**config.mk**
```make
export PLATFORM = sky130hd
export DESIGN_NAME = uart_rx_fifo_csr
export DESIGN_NICKNAME = d
export VERILOG_FILES = /design/src/rtl/uart_rx_fifo_csr_pkg.sv /design/src/rtl/sdpram_block.sv /design/src/rtl/uart_rx_fifo_csr.sv
export SDC_FILE = /design/constraint.sdc
export NUM_CORES = 1
export LEC_CHECK = 0
export ABC_AREA = 1
export CAP_MARGIN = 30
export CORE_MARGIN = 2
export CORE_UTILIZATION = 45
export DETAILED_ROUTE_END_ITERATION = 16
export GPL_TIMING_DRIVEN = 0
export PLACE_DENSITY_LB_ADDON = 0.12
export SLEW_MARGIN = 20
export SYNTH_ARGS = -nofsm -noshare
export SYNTH_HDL_FRONTEND = slang
export SYNTH_SLANG_ARGS = --single-unit
```
**constraint.sdc**
```tcl
create_clock -name clk_i -period 3.7 [get_ports clk_i]
set_input_delay 0.74 -clock clk_i [delete_from_list [all_inputs] [get_ports clk_i]]
set_output_delay 0.74 -clock clk_i [all_outputs]
set_load 0.05 [all_outputs]
```
**src/rtl/uart_rx_fifo_csr_pkg.sv**
```systemverilog
// Shared types and constants for the UART RX byte FIFO and its CSR interface.
// CSR address/operation types, the CSR address map, the default FIFO depth
// and the head-register FSM encoding.
package uart_rx_fifo_csr_pkg;

    typedef logic [11:0] CsrAddrT;
    typedef logic [31:0] word;

    typedef enum logic [1:0] {
        CSR_OP_READ  = 2'd0,
        CSR_OP_WRITE = 2'd1,
        CSR_OP_SET   = 2'd2,
        CSR_OP_CLEAR = 2'd3
    } csr_op_t;

    localparam CsrAddrT RxFifoByteCsrAddr = 12'h7C4;
    localparam CsrAddrT RxFifoStatCsrAddr = 12'h7C5;
    localparam CsrAddrT RxFifoThrCsrAddr  = 12'h7C6;

    localparam int RxFifoDepthBits = 4;

    // Head register state: empty, waiting on the RAM read, or holding a byte.
    typedef enum logic [1:0] {
        HEAD_IDLE  = 2'd0,
        HEAD_FETCH = 2'd1,
        HEAD_HOLD  = 2'd2
    } head_state_t;

    // Only a plain read pops the byte CSR; set/clear/write never consume data.
    function automatic logic is_read_op(input csr_op_t op);
        return op == CSR_OP_READ;
    endfunction

endpackage

```
**src/rtl/sdpram_block.sv**
```systemverilog
// Simple dual-port RAM: one write port, one read port, 1-cycle synchronous
// read. A read and a write to the same address in the same cycle return the
// old contents (read-first). Contents are not reset.
module sdpram_block #(
    parameter int FifoSizeBits = 128,
    parameter int WordBits     = 8,
    localparam int Words       = FifoSizeBits / WordBits,
    localparam int AddrBits    = $clog2(Words)
) (
    input  logic                clk_i,
    input  logic                wr_en,
    input  logic [AddrBits-1:0] wr_addr,
    input  logic [WordBits-1:0] wr_data,
    input  logic                rd_en,
    input  logic [AddrBits-1:0] rd_addr,
    output logic [WordBits-1:0] rd_data
);

    logic [WordBits-1:0] mem [Words];

    // Storage write and registered read share one clocked process.
    always_ff @(posedge clk_i) begin
        if (wr_en) begin
            mem[wr_addr] <= wr_data;
        end
        if (rd_en) begin
            rd_data <= mem[rd_addr];
        end
    end

endmodule

```
**src/rtl/uart_rx_fifo_csr.sv**
```systemverilog
// UART receive byte FIFO with CSR read-out.
// Bytes from the UART deserializer land in an sdpram_block; the oldest byte
// sits in a head register that the byte CSR exposes and a byte CSR read pops.
// An empty FIFO bypasses the RAM so a lone byte is visible the next cycle.
// Optional feature macro: UART_RX_FIFO_IRQ_EN adds a level threshold CSR and
// a registered irq output.
//
// Handshake: rx_valid is a one-cycle strobe with no back-pressure; a byte
// offered while all 2**DepthBits+1 slots are taken is dropped and flagged in
// the sticky overflow bit. A pop happens on any cycle with csr_enable=1,
// csr_addr=byte CSR, csr_op=read and have_data=1; otherwise nothing changes.
module uart_rx_fifo_csr
    import uart_rx_fifo_csr_pkg::*;
#(
    parameter int DepthBits   = RxFifoDepthBits,
    parameter int RamSizeBits = (2**DepthBits) * 8
) (
    input  logic        clk_i,
    input  logic        reset_ni,
    input  logic [7:0]  rx_data,
    input  logic        rx_valid,
    input  logic        csr_enable,
    input  CsrAddrT     csr_addr,
    input  csr_op_t     csr_op,
    input  word         rs1_data,
    output word         csr_data_out,
    output logic        have_data,
    output logic        overflow,
`ifdef UART_RX_FIFO_IRQ_EN
    output logic        irq,
`endif
    output head_state_t head_state
);

    typedef logic [DepthBits-1:0] RxFifoPtrT;
    typedef logic [DepthBits:0]   RxFifoCntT;

    localparam RxFifoCntT DepthCnt = RxFifoCntT'(2**DepthBits);

    head_state_t state_q, state_d;
    RxFifoPtrT   wr_ptr_q, rd_ptr_q;
    RxFifoCntT   count_q, count_d;
    RxFifoCntT   level;
    logic [7:0]  head_q;
    logic        head_valid_q;
    logic        overflow_q;
    logic [7:0]  spram_dout;

    logic pop, rd_issue, fetch_done, bypass;
    logic ram_space, ram_push, drop, ovf_clear, full;
    logic unused_rs1;

    assign pop = csr_enable && (csr_addr == RxFifoByteCsrAddr)
                 && is_read_op(csr_op) && head_valid_q;

    assign ovf_clear = csr_enable && (csr_addr == RxFifoStatCsrAddr)
                       && ((csr_op == CSR_OP_WRITE) || (csr_op == CSR_OP_CLEAR))
                       && rs1_data[16];

    // count is at most DepthCnt+1 only in FETCH after a push+pop at full.
    assign full  = (count_q >= DepthCnt);
    assign level = count_q + RxFifoCntT'(head_valid_q);

    // A slot frees up when the read of the oldest RAM entry is issued this
    // cycle (read-first RAM) or has already been captured in FETCH.
    assign ram_space = (count_q < DepthCnt)
                       || ((count_q == DepthCnt) && (rd_issue || (state_q == HEAD_FETCH)));
    assign ram_push  = rx_valid && !bypass && ram_space;
    assign drop      = rx_valid && !bypass && !ram_space;

    assign count_d = count_q + RxFifoCntT'(ram_push) - RxFifoCntT'(fetch_done);

    assign have_data  = head_valid_q;
    assign overflow   = overflow_q;
    assign head_state = state_q;

    assign unused_rs1 = ^{rs1_data[31:17], rs1_data[15:0]};

    sdpram_block #(
        .FifoSizeBits(RamSizeBits),
        .WordBits    (8)
    ) u_ram (
        .clk_i  (clk_i),
        .wr_en  (ram_push),
        .wr_addr(wr_ptr_q),
        .wr_data(rx_data),
        .rd_en  (rd_issue),
        .rd_addr(rd_ptr_q),
        .rd_data(spram_dout)
    );

    // Head FSM next state: refill from RAM when it holds data, else bypass.
    always_comb begin
        state_d    = state_q;
        rd_issue   = 1'b0;
        fetch_done = 1'b0;
        bypass     = 1'b0;
        case (state_q)
            HEAD_IDLE: begin
                if (count_q != '0) begin
                    rd_issue = 1'b1;
                    state_d  = HEAD_FETCH;
                end else if (rx_valid) begin
                    bypass  = 1'b1;
                    state_d = HEAD_HOLD;
                end
            end
            HEAD_FETCH: begin
                fetch_done = 1'b1;
                state_d    = HEAD_HOLD;
            end
            HEAD_HOLD: begin
                if (pop) begin
                    if (count_q != '0) begin
                        rd_issue = 1'b1;
                        state_d  = HEAD_FETCH;
                    end else if (rx_valid) begin
                        bypass  = 1'b1;
                        state_d = HEAD_HOLD;
                    end else begin
                        state_d = HEAD_IDLE;
                    end
                end
            end
            default: state_d = HEAD_IDLE;
        endcase
    end

    // FIFO state: FSM register, pointers, RAM count, head byte and overflow.
    always_ff @(posedge clk_i or negedge reset_ni) begin
        if (!reset_ni) begin
            state_q      <= HEAD_IDLE;
            wr_ptr_q     <= '0;
            rd_ptr_q     <= '0;
            count_q      <= '0;
            head_q       <= '0;
            head_valid_q <= 1'b0;
            overflow_q   <= 1'b0;
        end else begin
            state_q      <= state_d;
            count_q      <= count_d;
            head_valid_q <= (state_d == HEAD_HOLD);
            if (ram_push) begin
                wr_ptr_q <= wr_ptr_q + 1'b1;
            end
            if (fetch_done) begin
                rd_ptr_q <= rd_ptr_q + 1'b1;
            end
            if (bypass) begin
                head_q <= rx_data;
            end else if (fetch_done) begin
                head_q <= spram_dout;
            end
            // A drop in the same cycle as a clear leaves overflow set.
            if (drop) begin
                overflow_q <= 1'b1;
            end else if (ovf_clear) begin
                overflow_q <= 1'b0;
            end
        end
    end

`ifdef UART_RX_FIFO_IRQ_EN
    RxFifoCntT thr_q;
    logic      irq_q;
    logic      thr_wr;

    assign thr_wr = csr_enable && (csr_addr == RxFifoThrCsrAddr);
    assign irq    = irq_q;

    // Threshold CSR update and registered level/overflow interrupt.
    always_ff @(posedge clk_i or negedge reset_ni) begin
        if (!reset_ni) begin
            thr_q <= RxFifoCntT'(1);
            irq_q <= 1'b0;
        end else begin
            if (thr_wr) begin
                case (csr_op)
                    CSR_OP_WRITE: thr_q <= rs1_data[DepthBits:0];
                    CSR_OP_SET:   thr_q <= thr_q | rs1_data[DepthBits:0];
                    CSR_OP_CLEAR: thr_q <= thr_q & ~rs1_data[DepthBits:0];
                    default:      thr_q <= thr_q;
                endcase
            end
            irq_q <= (level >= thr_q) | overflow_q;
        end
    end
`endif

    // CSR read mux; unknown addresses and an empty head read as zero.
    always_comb begin
        csr_data_out = '0;
        case (csr_addr)
            RxFifoByteCsrAddr: begin
                if (head_valid_q) begin
                    csr_data_out = {23'b0, 1'b1, head_q};
                end
            end
            RxFifoStatCsrAddr: begin
                csr_data_out[DepthBits:0] = level;
                csr_data_out[16]          = overflow_q;
                csr_data_out[17]          = full;
            end
`ifdef UART_RX_FIFO_IRQ_EN
            RxFifoThrCsrAddr: begin
                csr_data_out[DepthBits:0] = thr_q;
            end
`endif
            default: csr_data_out = '0;
        endcase
    end

endmodule

```
==> results.json <==
{
  "grt_max_degree": 26,
  "worst_ep_arrival_time_ns": 2.79,
  "htreeDepth": 4,
  "nets": 768,
  "crit_start": "csr_addr[10]",
  "postCtsResizedCells": 0,
  "fill_cells": 1312,
  "multi_input_area_um2": 2010,
  "postCtsSetupRepairBufs": 0,
  "start_util_pct": 46.3,
  "vias": 4833,
  "cts-root-buf": "clkbuf_16",
  "firstDrtPassIters": 5,
  "gr-usage-all-layers_pct": 21.9,
  "syn_area_um2": 7080,
  "power_density_nw_per_um2": 773,
  "min_path_type": "input pin to asynchronous set/reset pin",
  "ios": 94,
  "clkSlewWorstSetupHoldPaths_ns": 0.06,
  "cp-start-kind": "input pin",
  "die_area_um2": 16800,
  "drive_above_1_share_pct": 11.8,
  "r2r_start": "count_q[2]",
  "antennaDiodeCount": 0,
  "synth_warnings": 0,
  "ir_drop_uv": 387,
  "fin_skew_ns": 0.00889,
  "coreArea_um2": 15300,
  "numPortBuffers": 41,
  "report.final.hold_viol_count": 0,
  "utilization_pct": 55.1,
  "die_width_um": 129,
  "p_total_mw": 6.53,
  "total_leakage_power_nw": 3.11,
  "ctsLongestPathBuffers": 2,
  "drv_cap": 0,
  "gr-total-overflow": 0,
  "synth_area_per_cell_um2": 11.5,
  "fmax_ghz": 0.283,
  "r2r_cells": 16,
  "num_rows": 45,
  "synth_cell_types": 32,
  "cts_tree": "done",
  "cts_made_buffers": 17,
  "critical_path.max_fanout": 6,
  "seq_area_frac_synth_pct": 66.5,
  "clock_sinks": 161,
  "grt_pass1_vias": 4622,
  "viasPerCell": 5.28,
  "syn-instance-count": 614,
  "hpwlAfterDp_um": 11600,
  "synth-seq-cells": 161,
  "crit_required_ns": 2.96,
  "tightest_slew_ns": 0.820,
  "clk_latency_ns": 0.43,
  "area.growth.synth_to_final_pct": 19.2,
  "antenna_found_initial": 0,
  "gp_congestion": 0.852,
  "drc_errors": 0,
  "grt_pass1_wl_um": 26400,
  "status": "complete, no violations",
  "hold_buffers": 0,
  "maxSlewHeadroom_pct": 45.2,
  "regArea_um2": 4710,
  "path_class": "input pin to output port",
  "whs_ns": 0.318,
  "ant_nets": 0,
  "dr.first_iter.drc_count": 530,
  "fin_crit_sh_pct": 95.5,
  "fin_crit_ns": 3.53,
  "fp.dieH_um": 129,
  "slew_violations": 0,
  "setup_violations": 0,
  "crit_path_end_kind": "output port",
  "finalWirelength_um": 17100,
  "rsz0062_at_grt": "false",
  "avgRoutedWirePerCell_um": 18.6
}
power breakdown:
part	switching (mW)	total, mW	internal [mW]
sequential	0.164	2.45	2.28
combinational	1.56	2.26	0.694
clock	0.703	1.83	1.12
total	2.43	6.53	4.10
cell families (layout without fill, tap and decap cells):
group,count (synthesis),after routing,synth area share [%]
AOI/OAI and AO/OA,142,142,11.2
xor gates and xnor gates,11,11,1.36
adders and majority gates,16,16,2.93
buffers and inverters,92,163,6.23
DFF,161,161,66.5
other,1,21,0.0529
and+or+nand+nor,191,191,11.7
cell usage in the layout (no fill, tap or decap), types with 3 or more instances in the layout:
| cell | count |
|---|---|
| dfrtp_1 | 25 |
| conb_1 | 21 |
| bufinv_16 | 4 |
| inv_2 | 3 |
| buf_2 | 3 |
| o211ai_1 | 8 |
| inv_1 | 39 |
| clkbuf_16 | 17 |
| nand2_1 | 55 |
| o22ai_1 | 40 |
| nor2_2 | 16 |
| nor2_1 | 91 |
| nand3_1 | 19 |
| nand2_2 | 3 |
| a21oi_1 | 6 |
| xor2_1 | 10 |
| clkdlybuf4s50_1 | 39 |
| o21ai_0 | 83 |
| edfxtp_1 | 136 |
| inv_6 | 3 |
| ha_1 | 15 |
| buf_4 | 21 |
| clkbuf_1 | 24 |
worst max-delay path, stage by stage:
cell,delay [ns]
clkdlybuf4s50_1,0.45
inv_1,0.03
nor2_1,0.07
nand2_1,0.09
nor2_4,0.13
nand2_1,0.16
o32ai_1,0.26
clkdlybuf4s50_1,0.86
synth_stat cells:
master | n | area (um^2)
edfxtp_1 | 136 | 4080
a21oi_1 | 6 | 30.0
nor3b_2 | 1 | 12.5
nor3b_1 | 1 | 7.51
a22oi_1 | 2 | 15.0
o22ai_1 | 40 | 250
xor2_1 | 10 | 87.6
inv_1 | 39 | 146
o32ai_1 | 1 | 8.76
fa_1 | 1 | 20.0
nand4_1 | 1 | 6.26
ha_1 | 15 | 188
nand2_4 | 2 | 22.5
buf_4 | 21 | 158
conb_1 | 1 | 3.75
inv_2 | 3 | 11.3
dfrtp_1 | 25 | 626
buf_2 | 2 | 10.0
nand3_1 | 19 | 95.1
clkinv_1 | 1 | 3.75
o21ai_0 | 84 | 420
clkbuf_1 | 24 | 90.1
a21oi_2 | 1 | 8.76
nand2_2 | 3 | 18.8
nor2_4 | 1 | 11.3
nand2_1 | 55 | 206
xnor2_1 | 1 | 8.76
o211ai_1 | 8 | 60.1
nor3_2 | 1 | 10.0
buf_6 | 2 | 22.5
nor2_2 | 16 | 100
nor2_1 | 91 | 342
path summary, 6_finish.rpt:
kind | endpoint | slack, ns
max in group asynchronous | head_q[5] | 2.98
setup reg to reg | count_q[4] | 0.45
setup / recovery | csr_data_out[2] | 0.17
hold reg to reg | head_q[1] | 0.49
hold / removal | wr_ptr_q[0] | 0.32
min in group clk_i | head_q[1] | 0.49
sequential cells by signal (all words and copies together) (netlist names):
name and cells:
u_ram.rd_data 8, wr_ptr_q 4, have_data 1, overflow 1
u_ram.mem 128, rd_ptr_q 4, count_q 5, head_state 2
head_q 8
final cells by class:
class / instances / area share (%)
Buffer: 49 / 3.32
Clock buffer: 17 / 5.04
Clock inverter: 13 / 2.19
Inverter: 43 / 1.91
Multi-Input combinational cell: 381 / 23.8
Sequential cell: 161 / 55.8
Tap cell: 211 / 3.13
Timing Repair Buffer: 41 / 4.83
metal layers:
layer / vias to the layer above / share of wire (%) / wire length, um / global-route usage (%)
li1: 2275 / - / - / -
met1: 2332 / 44 / 7560 / 29.8
met2: 206 / 46 / 7820 / 34.6
met3: 20 / 8.2 / 1410 / 5.12
met4: 0 / 1.7 / 294 / 8.03
met5: - / 0 / 0 / 0
per-stage QoR:
stage | instance area, um^2 | std cells | setup TNS [ns] | worst slack [ns]
final | 8440 | 916 | 0 | 0.166
after global routing | 8440 | 916 | 0 | 0.0123
after CTS | 8440 | 916 | 0 | 0.157
after detailed placement | 7830 | 886 | -0.176 | -0.176
after global placement | 7830 | 886 | -0.118 | -0.118
after floorplan | 7160 | 634 | 0 | 0.557
No activity file was read; power rests on OpenSTA's default activity.
